$ cat src/rtl/cdb_arbiter_if.sv
// Handshake bundle between the issue queues and the CDB arbiter.
// The slave side is the arbiter; the master side is the issue unit / queues.
interface cdb_arbiter_if;
  logic       int_ready;
  logic       ls_ready;
  logic       mult_ready;
  logic       div_ready;
  logic       int_done;
  logic       ls_done;
  logic       mult_done;
  logic       div_done;
  logic [1:0] cdb_sel;
  logic       cdb_sel_valid;
  logic       div_busy;

  modport master (
    output int_ready, ls_ready, mult_ready, div_ready,
    input  int_done, ls_done, mult_done, div_done,
    input  cdb_sel, cdb_sel_valid, div_busy
  );

  modport slave (
    input  int_ready, ls_ready, mult_ready, div_ready,
    output int_done, ls_done, mult_done, div_done,
    output cdb_sel, cdb_sel_valid, div_busy
  );
endinterface

$ cat src/rtl/cdb_arbiter.sv
// Issue-side CDB scheduler: grants a queue only when the CDB slot its result
// will occupy is free, and drives the registered CDB source select.
module cdb_arbiter #(
  parameter int unsigned MULT_LAT = 4,
  parameter int unsigned DIV_LAT  = 8
) (
  input logic         clk,
  input logic         reset,
  cdb_arbiter_if.slave bus
);

  localparam int unsigned CNT_W = (DIV_LAT > 2) ? $clog2(DIV_LAT) : 1;

  localparam logic [1:0] OWN_INT  = 2'd0;
  localparam logic [1:0] OWN_LS   = 2'd1;
  localparam logic [1:0] OWN_MULT = 2'd2;
  localparam logic [1:0] OWN_DIV  = 2'd3;

  // Slot k holds the CDB owner k cycles from now.
  logic [DIV_LAT-1:0] slot_v;
  logic [1:0]         slot_o     [DIV_LAT];
  logic [DIV_LAT-1:0] slot_v_nxt;
  logic [1:0]         slot_o_nxt [DIV_LAT];
  logic [DIV_LAT:0]   slot_v_ext;
  logic [1:0]         slot_o_ext [DIV_LAT+1];

  logic [CNT_W-1:0] div_cnt;
  logic [CNT_W-1:0] div_cnt_nxt;
  logic             div_busy_q;
  logic             rr;

  logic int_elig, ls_elig, mult_elig, div_elig;
  logic int_gnt, ls_gnt, mult_gnt, div_gnt;

  // Eligibility against the current reservation state.
  always_comb begin
    int_elig  = bus.int_ready  && !slot_v[1];
    ls_elig   = bus.ls_ready   && !slot_v[1];
    mult_elig = bus.mult_ready && !slot_v[MULT_LAT];
    div_elig  = bus.div_ready  && (div_cnt == '0);
  end

  // int and ls share slot 1; rr breaks the tie when both are eligible.
  always_comb begin
    int_gnt  = !reset && int_elig && (!ls_elig || !rr);
    ls_gnt   = !reset && ls_elig  && (!int_elig || rr);
    mult_gnt = !reset && mult_elig;
    div_gnt  = !reset && div_elig;
  end

  // Shift the reservation window down one slot and insert this cycle's grants.
  always_comb begin
    slot_v_ext = {1'b0, slot_v};
    for (int k = 0; k < DIV_LAT; k++) slot_o_ext[k] = slot_o[k];
    slot_o_ext[DIV_LAT] = OWN_INT;
    for (int k = 0; k < DIV_LAT; k++) begin
      slot_v_nxt[k] = slot_v_ext[k+1];
      slot_o_nxt[k] = slot_o_ext[k+1];
    end
    if (int_gnt || ls_gnt) begin
      slot_v_nxt[0] = 1'b1;
      slot_o_nxt[0] = int_gnt ? OWN_INT : OWN_LS;
    end
    if (mult_gnt) begin
      slot_v_nxt[MULT_LAT-1] = 1'b1;
      slot_o_nxt[MULT_LAT-1] = OWN_MULT;
    end
    if (div_gnt) begin
      slot_v_nxt[DIV_LAT-1] = 1'b1;
      slot_o_nxt[DIV_LAT-1] = OWN_DIV;
    end
  end

  always_comb begin
    div_cnt_nxt = div_cnt;
    if (div_gnt)              div_cnt_nxt = CNT_W'(DIV_LAT - 1);
    else if (div_cnt != '0)   div_cnt_nxt = div_cnt - CNT_W'(1);
  end

  always_ff @(posedge clk) begin
    if (reset) begin
      slot_v     <= '0;
      for (int k = 0; k < DIV_LAT; k++) slot_o[k] <= OWN_INT;
      div_cnt    <= '0;
      div_busy_q <= 1'b0;
      rr         <= 1'b0;
    end else begin
      slot_v     <= slot_v_nxt;
      for (int k = 0; k < DIV_LAT; k++) slot_o[k] <= slot_o_nxt[k];
      div_cnt    <= div_cnt_nxt;
      div_busy_q <= (div_cnt_nxt != '0);
      if (int_gnt)     rr <= 1'b1;
      else if (ls_gnt) rr <= 1'b0;
    end
  end

  assign bus.int_done      = int_gnt;
  assign bus.ls_done       = ls_gnt;
  assign bus.mult_done     = mult_gnt;
  assign bus.div_done      = div_gnt;
  assign bus.cdb_sel       = slot_o[0];
  assign bus.cdb_sel_valid = slot_v[0];
  assign bus.div_busy      = div_busy_q;

endmodule

$ cat src/flat_wrapper.sv
// flat-port wrapper written by rule: the top's interface ports become plain ports
module cdb_arbiter_flat 
#(
  parameter int unsigned MULT_LAT = 4,
  parameter int unsigned DIV_LAT  = 8
)
  (clk, reset, bus_int_ready, bus_ls_ready, bus_mult_ready, bus_div_ready, bus_int_done, bus_ls_done, bus_mult_done, bus_div_done, bus_cdb_sel, bus_cdb_sel_valid, bus_div_busy);
  cdb_arbiter_if bus_i ();
  input logic clk;
  input logic reset;
  input wire logic [$bits(bus_i.int_ready)-1:0] bus_int_ready;
  input wire logic [$bits(bus_i.ls_ready)-1:0] bus_ls_ready;
  input wire logic [$bits(bus_i.mult_ready)-1:0] bus_mult_ready;
  input wire logic [$bits(bus_i.div_ready)-1:0] bus_div_ready;
  output wire logic [$bits(bus_i.int_done)-1:0] bus_int_done;
  output wire logic [$bits(bus_i.ls_done)-1:0] bus_ls_done;
  output wire logic [$bits(bus_i.mult_done)-1:0] bus_mult_done;
  output wire logic [$bits(bus_i.div_done)-1:0] bus_div_done;
  output wire logic [$bits(bus_i.cdb_sel)-1:0] bus_cdb_sel;
  output wire logic [$bits(bus_i.cdb_sel_valid)-1:0] bus_cdb_sel_valid;
  output wire logic [$bits(bus_i.div_busy)-1:0] bus_div_busy;
  assign bus_i.int_ready = bus_int_ready;
  assign bus_i.ls_ready = bus_ls_ready;
  assign bus_i.mult_ready = bus_mult_ready;
  assign bus_i.div_ready = bus_div_ready;
  assign bus_int_done = bus_i.int_done;
  assign bus_ls_done = bus_i.ls_done;
  assign bus_mult_done = bus_i.mult_done;
  assign bus_div_done = bus_i.div_done;
  assign bus_cdb_sel = bus_i.cdb_sel;
  assign bus_cdb_sel_valid = bus_i.cdb_sel_valid;
  assign bus_div_busy = bus_i.div_busy;
  cdb_arbiter #(.MULT_LAT(MULT_LAT), .DIV_LAT(DIV_LAT)) u_core (.clk(clk), .reset(reset), .bus(bus_i));
endmodule
$ cat config.mk
export PLATFORM = sky130hd
export DESIGN_NAME = cdb_arbiter_flat
export DESIGN_NICKNAME = d
export VERILOG_FILES = /design/src/rtl/cdb_arbiter_if.sv /design/src/rtl/cdb_arbiter.sv /design/src/flat_wrapper.sv
export SDC_FILE = /design/constraint.sdc
export NUM_CORES = 1
export LEC_CHECK = 0
export ABC_AREA = 1
export CORE_UTILIZATION = 51
export DETAILED_ROUTE_END_ITERATION = 6
export GPL_TIMING_DRIVEN = 0
export PLACE_DENSITY = 0.79
export SYNTH_ARGS = -nofsm -noshare
export SYNTH_HDL_FRONTEND = slang
export SYNTH_SLANG_ARGS = --single-unit
$ cat constraint.sdc
create_clock -name clk -period 1.79 [get_ports clk]
set_input_delay 0.358 -clock clk [delete_from_list [all_inputs] [get_ports clk]]
set_output_delay 0.358 -clock clk [all_outputs]
set_load 0.01 [all_outputs]
Word level (Yosys, flattened, before mapping)
Memories as Yosys holds them, arrays and structs flattened.
Index checks and enable logic that the tools add are counted.
{ "op_classes": {"add_sub_neg": 1, "reduce_logical": 23, "bitwise_logic": 8, "mux": 22} }
{ "ops": {"columns": ["op", "count"], "rows": [
  ["2-bit two-way mux", 11],
  ["1-bit logical AND", 10],
  ["1-bit two-way mux", 9],
  ["1-bit OR", 8],
  ["1-bit zero test", 6],
  ["3-bit two-way mux", 2],
  ["3-bit nonzero test", 2],
  ["3-bit zero test", 1],
  ["1-bit logical OR", 3],
  ["3-bit by 1-bit subtractor with 3-bit output (second input constant)", 1],
  ["2-bit nonzero test", 1]
]} }
{ "totals": {"memories": 1, "ff_bits": 13, "word_cells": 59, "output_inout_bits": 8, "ram_bits": 16, "input_bits": 6} }
{ "memory_table": {"columns": ["name", "depth", "width", "read_ports", "rd_ports_with_merged_regs", "write_ports", "line", "source"], "rows": [
  ["u_core.slot_o", 8, 2, 8, 0, 8, "cdb_arbiter.sv:21", "logic [1:0] slot_o [DIV_LAT];"]
]} }

Longest topological paths before layout
Gate-level depths: netlist (run 1).
{ "depth": {"ltp_word": 8, "mapped_depth": 8, "mapped_depth_nobuf": 8} }

Least setup slack after synthesis (run 1)
Ideal clock, no wire load.
{ "synth_path": {"path_kind": "register to output", "startpoint": "register u_core.div_cnt[0]", "endpoint": "output port bus_div_done", "path_slack_ns": 0.573, "t_required_ns": 1.432, "stages_incl_launch_ff": 7, "t_arrival_ns": 0.859, "path_cell_list": "dfxtp_1 inv_1 ha_1 nand2_1 inv_2 nand2_4 inv_1"} }
{ "synth_via": {"elab_chain_len": 3} }
{ "synth_lines": {"columns": ["element", "line", "source"], "rows": [
  ["start, declared", "cdb_arbiter.sv:27", "logic [CNT_W-1:0] div_cnt;"],
  ["start signal, assigned", "cdb_arbiter.sv:90", "div_cnt <= div_cnt_nxt;"],
  ["3-bit zero test", "cdb_arbiter.sv:40", "div_elig = bus.div_ready && (div_cnt == '0);"],
  ["1-bit logical AND", "cdb_arbiter.sv:40", null],
  ["1-bit logical AND", "cdb_arbiter.sv:48", "div_gnt = !reset && div_elig;"],
  ["end, declared", "flat_wrapper.sv:18", "output wire logic [$bits(bus_i.div_done)-1:0] bus_div_done;"]
]} }
Every way passes these cells.

Worst setup path after layout (run 1)
{ "layout_path": {"startpoint": "input port bus_int_ready", "endpoint": "output port bus_int_done"} }
{ "layout_via": {"elab_chain_len": 3} }
{ "layout_lines": {"columns": ["element", "line", "source"], "rows": [
  ["start, declared", "flat_wrapper.sv:11", "input wire logic [$bits(bus_i.int_ready)-1:0] bus_int_ready;"],
  ["1-bit logical AND", "cdb_arbiter.sv:37", "int_elig = bus.int_ready && !slot_v[1];"],
  ["1-bit logical AND (2 in a row)", "cdb_arbiter.sv:45", "int_gnt = !reset && int_elig && (!ls_elig || !rr);"],
  ["end, declared", "flat_wrapper.sv:15", "output wire logic [$bits(bus_i.int_done)-1:0] bus_int_done;"]
]} }
Every way passes these cells.

==> results of run 1 <==
-- Yosys cell counts --
cell type,instances
nand2_2,2
a211oi_1,1
inv_1,20
inv_2,2
inv_6,1
buf_2,1
nand3_1,3
a31oi_1,1
buf_6,1
nand4_1,1
nand3_2,1
ha_1,2
o21ai_0,1
nand2_4,2
nor3_1,2
buf_4,2
nand2_1,8
dfxtp_1,18
nor2_1,13
a21oi_1,3
-- routing by layer --
metal / up-vias / GRT usage, %
li1: 289 / -
met1: 230 / 19.27
met2: 16 / 34.17
met3: 4 / 5.202
met4: 0 / 13.79
met5: - / 0
-- kinds of logic (layout without fill, tap and decap cells) --
kind of cell	Yosys count	after routing	share of synthesized area, %
adders and majority gates	2	2	3.590
AOI/OAI and AO/OA	6	6	4.847
DFF	18	18	51.71
buffers and inverters	27	46	17.59
and+or+nand+nor	32	32	22.26
-- sequential cells by signal, summed over array words and instances, names as in the netlist --
register             cells
u_core.div_cnt           3
u_core.slot_v            3
u_core.slot_o           10
u_core.rr                1
u_core.bus.div_busy      1
-- worst paths after layout --
path	from	to	slack, ns	cells past startpoint
worst max-delay path	bus_int_ready	bus_int_done	0.07	4
worst min-delay path	reset	u_core.slot_v[0]	0.28	2
worst max register to register	u_core.div_cnt[0]	u_core.bus.div_busy	0.61	8
worst min register to register	u_core.slot_o[0][7]	u_core.slot_v[2]	0.41	2
-- where the power goes --
group	total, W	internal (W)	switching (W)
sequential	0.000486	0.000462	0.0000240
clock	0.000242	0.000124	0.000118
combinational	0.000393	0.000184	0.000209
-- worst register-to-register path: stages (launching register included) --
cell and delay (ns):
dfxtp_2 0.34, inv_1 0.07, ha_2 0.17, nand2_2 0.06
inv_2 0.07, buf_4 0.11, nand3_1 0.06, nand2_1 0.11
nand3_2 0.07
-- timing repair --
| action | CTS | global route |
|---|---|---|
| resized for setup | 7 | 6 |
| hold endpoints to repair | 0 | 0 |
| pin swaps | 1 | 1 |
| setup buffers | 1 | 2 |
| endpoints found under the setup margin | 4 | 3 |
-- stage by stage --
step / utilization [%] / hold slack, ns
after floorplan: - / 0.3883
after global placement: 70.36 / 0.3890
after detailed placement: 70.36 / 0.3983
after CTS: 74.16 / 0.2718
after global routing: 75.84 / 0.2723
final: 75.84 / 0.2757
-- layout by cell type, fill, tap and decap left out, types with 2 or more instances in the layout --
cell and instances:
buf_4 5, clkbuf_4 3, nand2_1 6, nand3_1 3, nor2_1 11, a21oi_1 3, clkdlybuf4s50_1 8, nor2_2 2
nand2_2 4, inv_2 2, dfxtp_1 17, nand2_4 2, nor3_1 2, inv_1 20, dlygate4sd2_1 2
-- area by class of cell --
type / count / area, sq um
multi-input combinational: 40 / 226.5
timing repair buffer: 15 / 135.1
sequential: 18 / 361.6
clock buffer: 4 / 36.28
tap: 14 / 17.52
buffer: 4 / 31.28
inverter: 23 / 91.34
fill: 90 / 286.5
==> impl_summary.log, run 1 <==
[metrics] wire length on met3: between 40 and 50 microns
[metrics] critical path class: input port to output pin
[metrics] maxcap violations: 0
[metrics] vias post-DR: ~540
[metrics] Final Instance Count excl. Fillers: around 120
[metrics] post-DR vias/cell: 4.568
[metrics] total nets after synthesis: a little over 90
[metrics] slowest stage delay, CP: about 0.47 ns
[metrics] transition time at the pin with the least slew margin: roughly 0.17 ns
[metrics] largest cells by area after synthesis: dfxtp_1, inv_1, nor2_1
[metrics] total design power: between 0.001 and 0.0015 W
[metrics] Achievable Freq: approximately 580 MHz
[metrics] cell taking the most area after synthesis: dfxtp_1
[metrics] power density over the cells: around 1200 mW/mm^2
[metrics] number of top-level design ports: 14
[metrics] area of the die: about 0.0015 sq mm
[metrics] Overall Global Routing Usage: 19.42%
[metrics] final antenna-violating net count: 0
[metrics] relative slew slack: ~90%
[metrics] maximum number of pins on one net before global-route repair: 11
[metrics] master of the slowest instance on the critical path: clkdlybuf4s50_1
[metrics] clock period minus final worst setup slack: 1.719 ns
[metrics] mean cell area of the mapped netlist: roughly 8.2 sq um
[metrics] critical path, cell by cell: clkdlybuf4s50_1 -> nand2_2 -> nor3_1 -> clkdlybuf4s15_1
[metrics] static leakage power: 0.4553 nW
[metrics] result of the run: completed
[metrics] final hold violation count: 0
[metrics] clock input transition at the sequential cells of the worst setup and hold paths: about 0.09 ns
[metrics] met1 routed wirelength after detailed routing: around 500 microns
[metrics] Clock Path Buffers: 2
[metrics] antenna diode instance count: 0
[metrics] share of the synthesized area in the top cell type: a little over 50%
[metrics] average wire per cell in the routed design: a little over 9 microns
[metrics] Worst setup SP type: input port
[metrics] vias in the first global route: 500
[metrics] number of register bits inferred by synthesis: 18
[metrics] number of buffers and inverters on the critical path: 2
[metrics] number of nets in the finished design: about 110
[metrics] die width: approximately 39 microns
[metrics] Cell Rows: 12
[metrics] worst hold path type: input port to flip-flop
[metrics] number of buffers added by the clock tree synthesis step: 3
[metrics] critical path required time: 1.43 ns
[metrics] top layer reached by signal wires: met4
[metrics] Chip Height: approximately 39 microns
[metrics] largest voltage drop on the vdd net: just under 1000 uV
[metrics] hold buffer count at CTS: 0
[metrics] largest delay contributor family on the critical path: buffers and inverters
[metrics] placeable core region: about 0.0012 sq mm
[metrics] buffers added on ports: 12
[metrics] Ys Warns: 0
[metrics] detailed-router iteration count before antenna repair: 3
[metrics] Routability Congestion: between 0.8 and 0.9
[metrics] crit share post-route: between 90% and 100%
[metrics] half-perimeter wire length of the detailed placement result: around 810 microns
[metrics] cell area after synthesis: about 700 sq um
[metrics] highest fanout seen on the critical path: 5
[metrics] layout cells sized above 1: between 20% and 30%
[metrics] Clk Latency, worst-skew pair: about 0.29 ns
[metrics] global-route wire length before repair: approximately 1.9 mm
[metrics] setup repair after global routing missed its margin: false
[metrics] post-route cell area: 899.6 sq um
[metrics] number of different library cells in the post-synthesis netlist: 20
[metrics] Fin Clk Skew: 0.003691 ns
[metrics] wire length on met2: approximately 520 microns
[metrics] starting density of the core: ~59%
[metrics] CTS Root Cell: clkbuf_4
[metrics] register area share after synthesis: about half
[metrics] final setup violation count: 0
[metrics] DR iter-0 viols: 6
[metrics] signed area change from the synthesized netlist to the final layout: 29.08%
[metrics] DR DRC count: 0
[metrics] CTS tree: done
[metrics] wire length reported by the detailed router: about 1.1 mm
[metrics] dpl ws: -0.2408 ns
[metrics] Clock Sink Count: 18
[metrics] worst setup slack after layout: 0.07062 ns
[metrics] Critical Path End Type: output pin
[metrics] Cells after DPL: approximately 110
[metrics] instance count of the mapped netlist: 85
[metrics] post-detailed-placement cell area: 834.6 sq um
[metrics] global route overflow: 0
[metrics] H-tree level count: 1
[metrics] Max Transition Viols Final: 0
[metrics] setup_tns: 0 ns
[metrics] antenna violations before repair: 0
[metrics] Data arrival, critical path: ~1.4 ns
(Power assumes the default switching activity.)
==> run 2, diff against run 1 <==
--- a/config.mk
+++ b/config.mk
@@ -6,6 +6,7 @@
 export NUM_CORES = 1
 export LEC_CHECK = 0
 export ABC_AREA = 1
+export CAP_MARGIN = 10
 export CORE_UTILIZATION = 51
 export DETAILED_ROUTE_END_ITERATION = 6
 export GPL_TIMING_DRIVEN = 0
==> results of run 2 <==
No change in the layout: final DEF, timing and power equal those of run 1.
==> run 3, diff against run 2 <==
==> constraint.sdc (replaced) <==
create_clock -name clk -period 1.79 [get_ports clk]
set_input_delay 0.358 -clock clk [delete_from_list [all_inputs] [get_ports clk]]
set_output_delay 0.358 -clock clk [all_outputs]
set_load 0.005 [all_outputs]
==> impl_summary.log, run 3 (same netlist as run 1, synthesis figures left out) <==
[metrics] post-DR vias/cell: between 4 and 5
[metrics] Cells after DPL: 111
[metrics] Chip Height: between 30 and 40 microns
[metrics] Largest register FFs: 10
[metrics] setup repair after global routing missed its margin: false
[metrics] vias post-DR: 541
[metrics] transition time at the pin with the least slew margin: between 0.15 and 0.2 ns
[metrics] clock period minus final worst setup slack: 1.721 ns
[metrics] maximum number of pins on one net before global-route repair: 11
[metrics] CTS Root Cell: clkbuf_4
[metrics] largest delay contributor family on the critical path: buffers and inverters
[metrics] final hold slack: 0.2731 ns
[metrics] static leakage power: approximately 0.48 nW
[metrics] DR iter-0 viols: 7
[metrics] final hold violation count: 0
[metrics] post-detailed-placement cell area: about 830 sq um
[metrics] maxcap violations: 0
[metrics] master of the slowest instance on the critical path: clkdlybuf4s50_1
[metrics] top flop regs: u_core.slot_o: 10 flops, u_core.div_cnt: 3 flops, u_core.slot_v: 3 flops
[metrics] antenna diode instance count: 0
[metrics] most common library cell in the layout ignoring fill and taps: inv_1
[metrics] relative slew slack: slightly below 90%
[metrics] Final Instance Count excl. Fillers: roughly 120
[metrics] detailed-router iteration count before antenna repair: 2
[metrics] vias in the first global route: ~500
[metrics] Clock Sink Count: 18
[metrics] critical path class: input port to output pin
[metrics] largest voltage drop on the vdd net: between 900 and 1000 uV
[metrics] worst-case register-to-register setup slack: 0.57 ns
[metrics] number of buffers and inverters on the critical path: 2
[metrics] Worst setup SP type: input port
[metrics] buffers added on ports: 12
[metrics] number of nets in the finished design: about 110
[metrics] antenna violations before repair: 0
[metrics] worst hold path type: input port to flip-flop
[metrics] post-route cell area: a little over 900 sq um
[metrics] H-tree level count: 1
[metrics] final antenna-violating net count: 0
[metrics] average wire per cell in the routed design: between 9 and 10 microns
[metrics] Max Transition Viols Final: 0
[metrics] signed area change from the synthesized netlist to the final layout: 32.32%
[metrics] starting density of the core: 58.76%
[metrics] highest fanout seen on the critical path: 3
[metrics] Achievable Freq: slightly below 600 MHz
[metrics] setup_tns: 0 ns
[metrics] wire length reported by the detailed router: around 1.2 mm
[metrics] die width: 38.97 microns
[metrics] Fin Clk Skew: around 0.0024 ns
[metrics] slowest stage delay, CP: roughly 0.48 ns
[metrics] global route overflow: 0
[metrics] power density over the cells: about 1300 mW/mm^2
[metrics] Clock Path Buffers: 2
[metrics] result of the run: completed
[metrics] Routability Congestion: between 0.8 and 0.9
[metrics] commonest cells after routing, fill and taps aside: inv_1, dfxtp_1, nor2_1
[metrics] register containing the most flip-flops in the final layout: u_core.slot_o
[metrics] number of buffers added by the clock tree synthesis step: 3
[metrics] placeable core region: about 0.0012 sq mm
[metrics] critical path required time: 1.43 ns
[metrics] global-route wire length before repair: approximately 1.8 mm
[metrics] Clk Latency, worst-skew pair: 0.29 ns
[metrics] Cell Rows: 12
[metrics] number of top-level design ports: 14
[metrics] critical path, cell by cell: clkdlybuf4s50_1 -> nand2_1 -> nor2_2 -> nor3_1 -> dlygate4sd2_1
[metrics] final setup violation count: 0
[metrics] CTS tree: done
[metrics] Critical Path End Type: output pin
[metrics] Data arrival, critical path: approximately 1.4 ns
[metrics] DR DRC count: 0
[metrics] half-perimeter wire length of the detailed placement result: 810.9 microns
[metrics] clock input transition at the sequential cells of the worst setup and hold paths: ~0.1 ns
[metrics] layout cells sized above 1: between 20% and 30%
[metrics] hold buffer count at CTS: 0
[metrics] area of the die: 0.001518 sq mm
[metrics] crit share post-route: slightly below 100%
[metrics] Overall Global Routing Usage: a little under a fifth
## run 3: cell count changes in the layout (fill, tap and decap cells not counted), sizes merged
cell           change
dlygate4sd2        +2
clkdlybuf4s50      -1
clkdlybuf4s15      -1
dlymetal6s2s       +1
clkbuf             -1
## run 3: where the power goes
part / leakage (nW) / internal, W / switching [W]
logic: 0.310 / 0.000209 / 0.000228
clock network: 0.0210 / 0.000124 / 0.000121
registers: 0.148 / 0.000462 / 0.0000253
total: 0.479 / 0.000795 / 0.000374
## run 3: final timing paths
kind | cells past startpoint | endpoint | start
worst max-delay path | 5 | bus_int_done | bus_ls_ready
worst min-delay path | 2 | u_core.slot_v[0] | reset
worst max register to register | 9 | u_core.bus.div_busy | u_core.div_cnt[0]
worst min register to register | 2 | u_core.slot_v[2] | u_core.slot_o[0][7]
## run 3: worst register-to-register path: stages, from the launching register on
cell	delay, ns
dfxtp_2	0.34
inv_2	0.07
ha_4	0.14
nand2_4	0.07
inv_4	0.07
buf_4	0.09
buf_4	0.10
nand3_1	0.07
nand2_1	0.11
nand3_2	0.07
## run 3: final cells by class
cell class              instances  area, sq um
inverters                      23        93.84
multi-input cells              40        241.5
clock buffers                   4        36.28
fillers                        83        264.0
well taps                      14        17.52
repair buffers                 15        140.1
flip-flops and latches         18        361.6
plain buffers                   4        31.28
## run 3: repair_timing
item,CTS,global route
resized for setup,7,9
buffers inserted,2,1
endpoints found under the setup margin,4,3
## run 3: metrics by stage
stage                      power, W  util [%]  setup slack [ns]
after floorplan           0.0007126         -            0.5904
after global placement    0.0007938     70.36           -0.1992
after global routing       0.001246     77.74           0.01296
final                      0.001169     77.74           0.06881
after detailed placement  0.0008095     70.36           -0.2051
after CTS                  0.001089     74.79           -0.1722
## run 3: per-layer routing
layer	track usage, %	share of wire, %	wire, microns	vias to the layer above
li1	-	-	-	286
met1	17.82	46	540	241
met2	32.50	49	581	12
met3	5.202	3.7	43	2
met4	15.52	0.93	11	0
met5	0	0	0	-
